### src/rtl/iob2axi_wr_burst_pkg.sv
// Shared AXI constants for the native-to-AXI4 write burst engine.
package iob2axi_wr_burst_pkg;
  localparam logic [1:0] BURST_INCR    = 2'b01;
  localparam logic [1:0] RESP_OKAY     = 2'b00;
  localparam int         AXI4_LEN_W    = 8;
  localparam int         BOUNDARY_4K_W = 12;
endpackage

### src/rtl/iob_fifo_sync.sv
// Synchronous FIFO with a first-word-fall-through output register and level count.
module iob_fifo_sync #(
  parameter int W_DATA = 36,
  parameter int ADDR_W = 5
) (
  input  logic              clk,
  input  logic              rst,
  input  logic              w_en,
  input  logic [W_DATA-1:0] w_data,
  output logic              full,
  input  logic              r_en,
  output logic [W_DATA-1:0] r_data,
  output logic              empty,
  output logic [ADDR_W:0]   level
);
  localparam int DEPTH = 2 ** ADDR_W;
  localparam logic [ADDR_W:0] DEPTH_C = {1'b1, {ADDR_W{1'b0}}};

  logic [W_DATA-1:0] mem [DEPTH];
  logic [ADDR_W-1:0] wptr, rptr;
  logic [ADDR_W:0]   mem_cnt;
  logic              out_vld, push, pop, rd;

  assign full  = (mem_cnt == DEPTH_C);
  assign empty = ~out_vld;
  assign rd    = r_en & out_vld;
  assign push  = w_en & ~full;
  // Refill the output register whenever it is empty or being consumed.
  assign pop   = (mem_cnt != '0) & (~out_vld | rd);
  assign level = mem_cnt + {{ADDR_W{1'b0}}, out_vld};

  always_ff @(posedge clk) begin
    if (push) mem[wptr] <= w_data;
  end

  always_ff @(posedge clk or posedge rst) begin
    if (rst) begin
      wptr    <= '0;
      rptr    <= '0;
      mem_cnt <= '0;
      out_vld <= 1'b0;
      r_data  <= '0;
    end else begin
      if (push) wptr <= wptr + ADDR_W'(1);
      if (pop) begin
        r_data <= mem[rptr];
        rptr   <= rptr + ADDR_W'(1);
      end
      if (pop)     out_vld <= 1'b1;
      else if (rd) out_vld <= 1'b0;
      case ({push, pop})
        2'b10:   mem_cnt <= mem_cnt + (ADDR_W+1)'(1);
        2'b01:   mem_cnt <= mem_cnt - (ADDR_W+1)'(1);
        default: mem_cnt <= mem_cnt;
      endcase
    end
  end
endmodule

### src/rtl/iob2axi_wr_burst.sv
// Bounded native-to-AXI4 write burst engine: buffers words, emits INCR bursts
// sized by remaining length, MAX_BURST and the 4 KB page, one burst in flight.
module iob2axi_wr_burst
  import iob2axi_wr_burst_pkg::*;
#(
  parameter int ADDR_W      = 32,
  parameter int DATA_W      = 32,
  parameter int LEN_W       = 16,
  parameter int AXI_LEN_W   = AXI4_LEN_W,
  parameter int MAX_BURST   = 16,
  parameter int FIFO_ADDR_W = 5
) (
  input  logic                 clk,
  input  logic                 rst,
  input  logic                 run,
  input  logic [ADDR_W-1:0]    addr,
  input  logic [LEN_W-1:0]     length,
  output logic                 ready,
  output logic                 done,
  output logic                 error,
  input  logic                 s_valid,
  input  logic [DATA_W-1:0]    s_wdata,
  input  logic [DATA_W/8-1:0]  s_wstrb,
  output logic                 s_ready,
  output logic [ADDR_W-1:0]    m_axi_awaddr,
  output logic [AXI_LEN_W-1:0] m_axi_awlen,
  output logic [2:0]           m_axi_awsize,
  output logic [1:0]           m_axi_awburst,
  output logic                 m_axi_awvalid,
  input  logic                 m_axi_awready,
  output logic [DATA_W-1:0]    m_axi_wdata,
  output logic [DATA_W/8-1:0]  m_axi_wstrb,
  output logic                 m_axi_wlast,
  output logic                 m_axi_wvalid,
  input  logic                 m_axi_wready,
  input  logic [1:0]           m_axi_bresp,
  input  logic                 m_axi_bvalid,
  output logic                 m_axi_bready
);
  localparam int STRB_W = DATA_W / 8;
  localparam int BSH    = $clog2(STRB_W);
  localparam int CW     = (LEN_W + 1 > BOUNDARY_4K_W + 1) ? LEN_W + 1 : BOUNDARY_4K_W + 1;
  localparam int FW     = DATA_W + STRB_W;
  localparam logic [BOUNDARY_4K_W:0] PAGE_BYTES = {1'b1, {BOUNDARY_4K_W{1'b0}}};
  localparam logic [ADDR_W-1:0]      ADDR_MASK  = ~ADDR_W'(STRB_W - 1);

  typedef enum logic [2:0] {S_IDLE, S_CALC, S_ADDR, S_DATA, S_RESP} state_t;
  state_t state, state_nxt;

  logic [ADDR_W-1:0]        addr_cur;
  logic [LEN_W-1:0]         length_reg, remaining, accepted_cnt;
  logic [LEN_W:0]           blen, beat_cnt;
  logic [BOUNDARY_4K_W:0]   bytes_to_4k;
  logic [CW-1:0]            words_to_4k, blen_c;
  logic [FIFO_ADDR_W:0]     fifo_level;
  logic [FW-1:0]            fifo_dout;
  logic                     fifo_full, fifo_empty, fifo_wr, w_fire, last_beat, burst_ok, last_burst;

  assign ready         = (state == S_IDLE);
  assign s_ready       = (state != S_IDLE) & ~fifo_full & (accepted_cnt < length_reg);
  assign fifo_wr       = s_valid & s_ready;
  assign m_axi_wvalid  = (state == S_DATA) & ~fifo_empty;
  assign w_fire        = m_axi_wvalid & m_axi_wready;
  assign last_beat     = (beat_cnt == blen - (LEN_W+1)'(1));
  assign m_axi_wlast   = (state == S_DATA) & last_beat;
  assign m_axi_bready  = (state == S_RESP);
  assign m_axi_awsize  = 3'(BSH);
  assign m_axi_awburst = BURST_INCR;
  assign {m_axi_wdata, m_axi_wstrb} = fifo_dout;
  assign last_burst    = (remaining == LEN_W'(blen));

  // Burst length = min(remaining, MAX_BURST, words left in the 4 KB page),
  // evaluated wide enough that none of the terms truncates.
  assign bytes_to_4k = PAGE_BYTES - {1'b0, addr_cur[BOUNDARY_4K_W-1:0]};
  assign words_to_4k = CW'(bytes_to_4k >> BSH);
  always_comb begin
    blen_c = CW'(remaining);
    if (CW'(MAX_BURST) < blen_c) blen_c = CW'(MAX_BURST);
    if (words_to_4k < blen_c)    blen_c = words_to_4k;
  end
  assign burst_ok = (CW'(fifo_level) >= blen_c);

  always_ff @(posedge clk or posedge rst) begin
    if (rst) state <= S_IDLE;
    else     state <= state_nxt;
  end

  always_comb begin
    state_nxt = state;
    case (state)
      S_IDLE: if (run && length != '0) state_nxt = S_CALC;
      S_CALC: if (burst_ok) state_nxt = S_ADDR;
      S_ADDR: if (m_axi_awready) state_nxt = S_DATA;
      S_DATA: if (w_fire && last_beat) state_nxt = S_RESP;
      S_RESP: if (m_axi_bvalid) state_nxt = last_burst ? S_IDLE : S_CALC;
      default: state_nxt = S_IDLE;
    endcase
  end

  always_ff @(posedge clk or posedge rst) begin
    if (rst) begin
      addr_cur      <= '0;
      length_reg    <= '0;
      remaining     <= '0;
      accepted_cnt  <= '0;
      blen          <= '0;
      beat_cnt      <= '0;
      m_axi_awaddr  <= '0;
      m_axi_awlen   <= '0;
      m_axi_awvalid <= 1'b0;
      error         <= 1'b0;
      done          <= 1'b0;
    end else begin
      done <= 1'b0;
      if (fifo_wr) accepted_cnt <= accepted_cnt + LEN_W'(1);
      case (state)
        S_IDLE: if (run) begin
          addr_cur     <= addr & ADDR_MASK;
          length_reg   <= length;
          remaining    <= length;
          accepted_cnt <= '0;
          error        <= 1'b0;
          if (length == '0) done <= 1'b1;
        end
        S_CALC: if (burst_ok) begin
          m_axi_awaddr  <= addr_cur;
          m_axi_awlen   <= AXI_LEN_W'(blen_c - CW'(1));
          blen          <= (LEN_W+1)'(blen_c);
          m_axi_awvalid <= 1'b1;
        end
        S_ADDR: if (m_axi_awready) begin
          m_axi_awvalid <= 1'b0;
          beat_cnt      <= '0;
        end
        S_DATA: if (w_fire) beat_cnt <= beat_cnt + (LEN_W+1)'(1);
        S_RESP: if (m_axi_bvalid) begin
          if (m_axi_bresp != RESP_OKAY) error <= 1'b1;
          addr_cur  <= addr_cur + (ADDR_W'(blen) << BSH);
          remaining <= remaining - LEN_W'(blen);
          if (last_burst) done <= 1'b1;
        end
        default: ;
      endcase
    end
  end

  iob_fifo_sync #(.W_DATA(FW), .ADDR_W(FIFO_ADDR_W)) u_fifo (
    .clk    (clk),
    .rst    (rst),
    .w_en   (fifo_wr),
    .w_data ({s_wdata, s_wstrb}),
    .full   (fifo_full),
    .r_en   (w_fire),
    .r_data (fifo_dout),
    .empty  (fifo_empty),
    .level  (fifo_level)
  );
endmodule

### config.mk
export PLATFORM = sky130hd
export DESIGN_NAME = iob2axi_wr_burst
export DESIGN_NICKNAME = d
export VERILOG_FILES = /design/src/rtl/iob2axi_wr_burst_pkg.sv /design/src/rtl/iob_fifo_sync.sv /design/src/rtl/iob2axi_wr_burst.sv
export SDC_FILE = /design/constraint.sdc
export NUM_CORES = 2
export LEC_CHECK = 0
export ABC_AREA = 1
export CORE_MARGIN = 2
export CORE_UTILIZATION = 55
export CTS_BUF_LIST = sky130_fd_sc_hd__clkbuf_4 sky130_fd_sc_hd__clkbuf_8 sky130_fd_sc_hd__clkbuf_16
export DETAILED_ROUTE_END_ITERATION = 6
export PLACE_DENSITY = 0.75
export SYNTH_ARGS = -nofsm -noshare
export SYNTH_HDL_FRONTEND = slang
export SYNTH_SLANG_ARGS = --single-unit
### constraint.sdc
create_clock -name clk -period 6.72 [get_ports clk]
set_input_delay 1.344 -clock clk [delete_from_list [all_inputs] [get_ports clk]]
set_output_delay 1.344 -clock clk [all_outputs]
set_load 0.05 [all_outputs]
==> results.md <==
- Initial DRC Count: 5173
- Biggest regs: u_fifo.mem x1152, u_fifo.r_data x36
- Dpl hpwl: 83000 microns
- YS warnings: 0
- Post-synth EDFFs: 1152
- PostCTS Resize Cnt: 0
- Drt pass-1 iters: 6
- Fin crit share: 0.863
- Die ar.: 106000 sq um
- Vias in the first global route: 37800
- Run status: finished, final reports clean
- Antenna-violating nets left: 0
- Maximum vdd drop: 0.382 mV
- Max-Cap Viols: 0
- Max-slew headroom: 0.175
- First-pass GRT wire length: 226000 microns
- Initial antenna violation count: 6
- Synth Instances: 4800
- Io pins: 182
- Slew @ Worst Pin: 1.23 ns
- Routability cong.: 0.918
- Clk sinks: 1360
- Pin count of the biggest net entering global routing: 239
- Layout cell share with drive strength beyond 1: 0.0743
- Tot Pwr: 28300 uW
- Tmin final: 5.80 ns
- Hold Buf Count CTS: 0
- Asr flop ratio synth: 0.153
- Slowest cell on crit path: clkdlybuf4s50_1
- CORE AREA: 102000 sq um
- CTS root buffer: clkbuf_16
- Worst reg2reg path depth: 30
- Worst path required time: 5.38 ns
- CTS clk-pin slew, worst paths: 0.06 ns
- Max FFs per register: 1152
- RR Startpoint: remaining[15]$_DFFE_PP0P_
- Kind of critical path: reg2out
- Final core occ: 0.633
- CTS tree: done
- Hold Crit Class: reg2reg
- Dpl cells: 6129
- Congestion Overflow GR: 0
- Htree depth: 4
- Final Slew Violations: 0
- Max FO, Critical Path: 4
- Unrepaired setup endpoints after global routing: false
- Biggest register: u_fifo.mem
- WL final: 150000 microns
- Vias post-DR: 39400
- Mean Syn Cell Area: 11.9 sq um
- Endpoints failing hold: 0
- Row Count: 117
- Final worst slack: 0.921 ns
- Fin nets: 5073
- Reg2reg end: m_axi_awaddr[18]$_DFFE_PP0P_
- Leading register cell type out of synthesis: edfxtp_1
- Area grow syn2layout: 13.6%
- Layout fillers: 7635
- Skew final: 0.0444 ns
- Synth unique cells: 59
- Number of synthesized register bits: 1360
- Slowest cell delay on critical path: 0.93 ns
- Skew-Pair Late Insertion Delay: 0.76 ns
- Post-route DRC: 0
- Beginning of the critical path: blen[1]$_DFFE_PP0P_
- Critical Path End Type: output port
- Initial core utilization: 0.557
- Area contributors post-synth: edfxtp_1, dfrtp_1, o21ai_0, nor2_1, nand2_1
- Mapped cell area: 56900 sq um
- Flop-to-flop setup slack: 2.05 ns
- P_leak: 0.0228 uW
- Worst setup SP type: flip-flop
- Dpl ws: 1.75 ns
- CTS Buf Count: 136
- Power Dens Cells: 438 nW/um^2
- Worst path arrival time: 4.46 ns
- Non-Filler Instances: 6379
- Setup_tns: 0 ns
- Seq/Total Area, Yosys: 0.699
- Endpoints failing setup: 0
- Post-CTS Repair Setup Buffers: 0
- Crit path capture: m_axi_wlast
- Max clock buf depth: 3
- Die Ht: 326 microns
- Post-DR vias/cell: 6.17
- IO Port Bufs: 172
- GRT Util Overall: 0.278
- Routed wire per std cell: 23.6 microns
- Largest area contributor in the netlist: edfxtp_1
- Post-synth top area share: 0.608
- Crit-path cells: inv_1, ha_1, nand3_1, nor3_1, xor2_1, nor2_1, inv_1, nand3_1, a2111oi_0, nand2_1, nor4_1, clkdlybuf4s50_1
- Fmax: 0.172 GHz
- Die span in x: 326 microns
placed cells by master (no fill, tap or decap), types with 7 or more instances in the layout:
cell type,Yosys,routed
a21oi_1,72,72
buf_12,0,7
buf_4,8,59
bufinv_16,0,9
clkbuf_16,0,138
clkbuf_4,0,32
clkbuf_8,0,10
clkdlybuf4s50_1,0,172
clkinv_1,4,19
clkinv_2,0,25
conb_1,2,13
dfrtp_1,208,204
edfxtp_1,1152,1152
ha_1,78,78
inv_1,199,197
nand2_1,542,541
nand3_1,168,168
nand4_1,93,93
nor2_1,734,702
nor2_4,1,33
nor3_1,31,27
nor4_1,13,13
o211ai_1,50,50
o21ai_0,705,705
o221ai_1,109,109
o22ai_1,195,195
or2_2,7,7
xnor2_1,15,15
xor2_1,64,64
critical path, delay by kind of cell, from the launching register on:
| kind | cells | cell delay, ns |
|---|---|---|
| buffers and inverters | 3 | 1.20 |
| AND/OR/NAND/NOR | 6 | 1.14 |
| AO/OA/AOI/OAI | 1 | 0.46 |
| flip-flops | 1 | 0.43 |
| XOR/XNOR | 1 | 0.24 |
| adder cells (fa/ha/maj) | 1 | 0.23 |
cell families after synthesis:
kind of cell	share of synthesized area
muxes	0.000198
xor gates and xnor gates	0.0122
AOI/OAI and AO/OA	0.118
DFF	0.699
buffers and inverters	0.0342
adders and majority gates	0.0182
other	0.000132
and+or+nand+nor	0.118
final cells by class:
type	count	area, sq um	area share
Antenna cell	3	7.51	0.000116
Clock buffer	180	3830	0.0593
Clock inverter	67	708	0.0110
Inverter	208	805	0.0124
Multi-Input combinational cell	2955	15500	0.239
Sequential cell	1360	39800	0.616
Tap cell	1368	1710	0.0265
Timing Repair Buffer	238	2300	0.0356
through the flow:
stage | hold slack, ns | instance area [sq um]
4_1_cts | 0.472 | 64600
5_1_grt | 0.493 | 64600
6_report | 0.466 | 64600
3_3_place_gp | 0.454 | 60100
2_1_floorplan | 0.436 | 57000
3_5_place_dp | 0.458 | 60100
synthesized netlist by cell type, types with 15 or more instances:
cell and instances:
a21oi_1 72, buf_1 15, clkbuf_1 254, dfrtp_1 208
edfxtp_1 1152, ha_1 78, inv_1 199, nand2_1 542
nand3_1 168, nand4_1 93, nor2_1 734, nor3_1 31
o211ai_1 50, o21ai_0 705, o221ai_1 109, o22ai_1 195
xnor2_1 15, xor2_1 64
worst min-delay path by stage:
stage | startpoint | end | slack, ns | cells after the start
floorplan | length_reg[0]$_DFFE_PP0P_ | length_reg[0]$_DFFE_PP0P_ | 0.44 | 2
global placement | m_axi_awaddr[8]$_DFFE_PP0P_ | m_axi_awaddr[8]$_DFFE_PP0P_ | 0.45 | 2
detailed placement | m_axi_awaddr[2]$_DFFE_PP0P_ | m_axi_awaddr[2]$_DFFE_PP0P_ | 0.46 | 2
CTS | m_axi_awaddr[2]$_DFFE_PP0P_ | m_axi_awaddr[2]$_DFFE_PP0P_ | 0.47 | 2
global route | m_axi_awaddr[24]$_DFFE_PP0P_ | m_axi_awaddr[24]$_DFFE_PP0P_ | 0.49 | 2
finish | m_axi_awaddr[2]$_DFFE_PP0P_ | m_axi_awaddr[2]$_DFFE_PP0P_ | 0.47 | 2
metal layers:
layer / vias to the layer above / wire, microns / track usage
met5: - / 39 / 0
met4: 6 / 6150 / 0.122
li1: 17600 / - / -
met3: 402 / 13800 / 0.0483
met1: 19200 / 57400 / 0.363
met2: 2140 / 73100 / 0.461
power breakdown:
group / internal [uW] / switching, uW
Clock: 4400 / 3250
Combinational: 2900 / 7100
Sequential: 10100 / 586
Total: 17400 / 10900
Power figures use the tool's default switching activity.
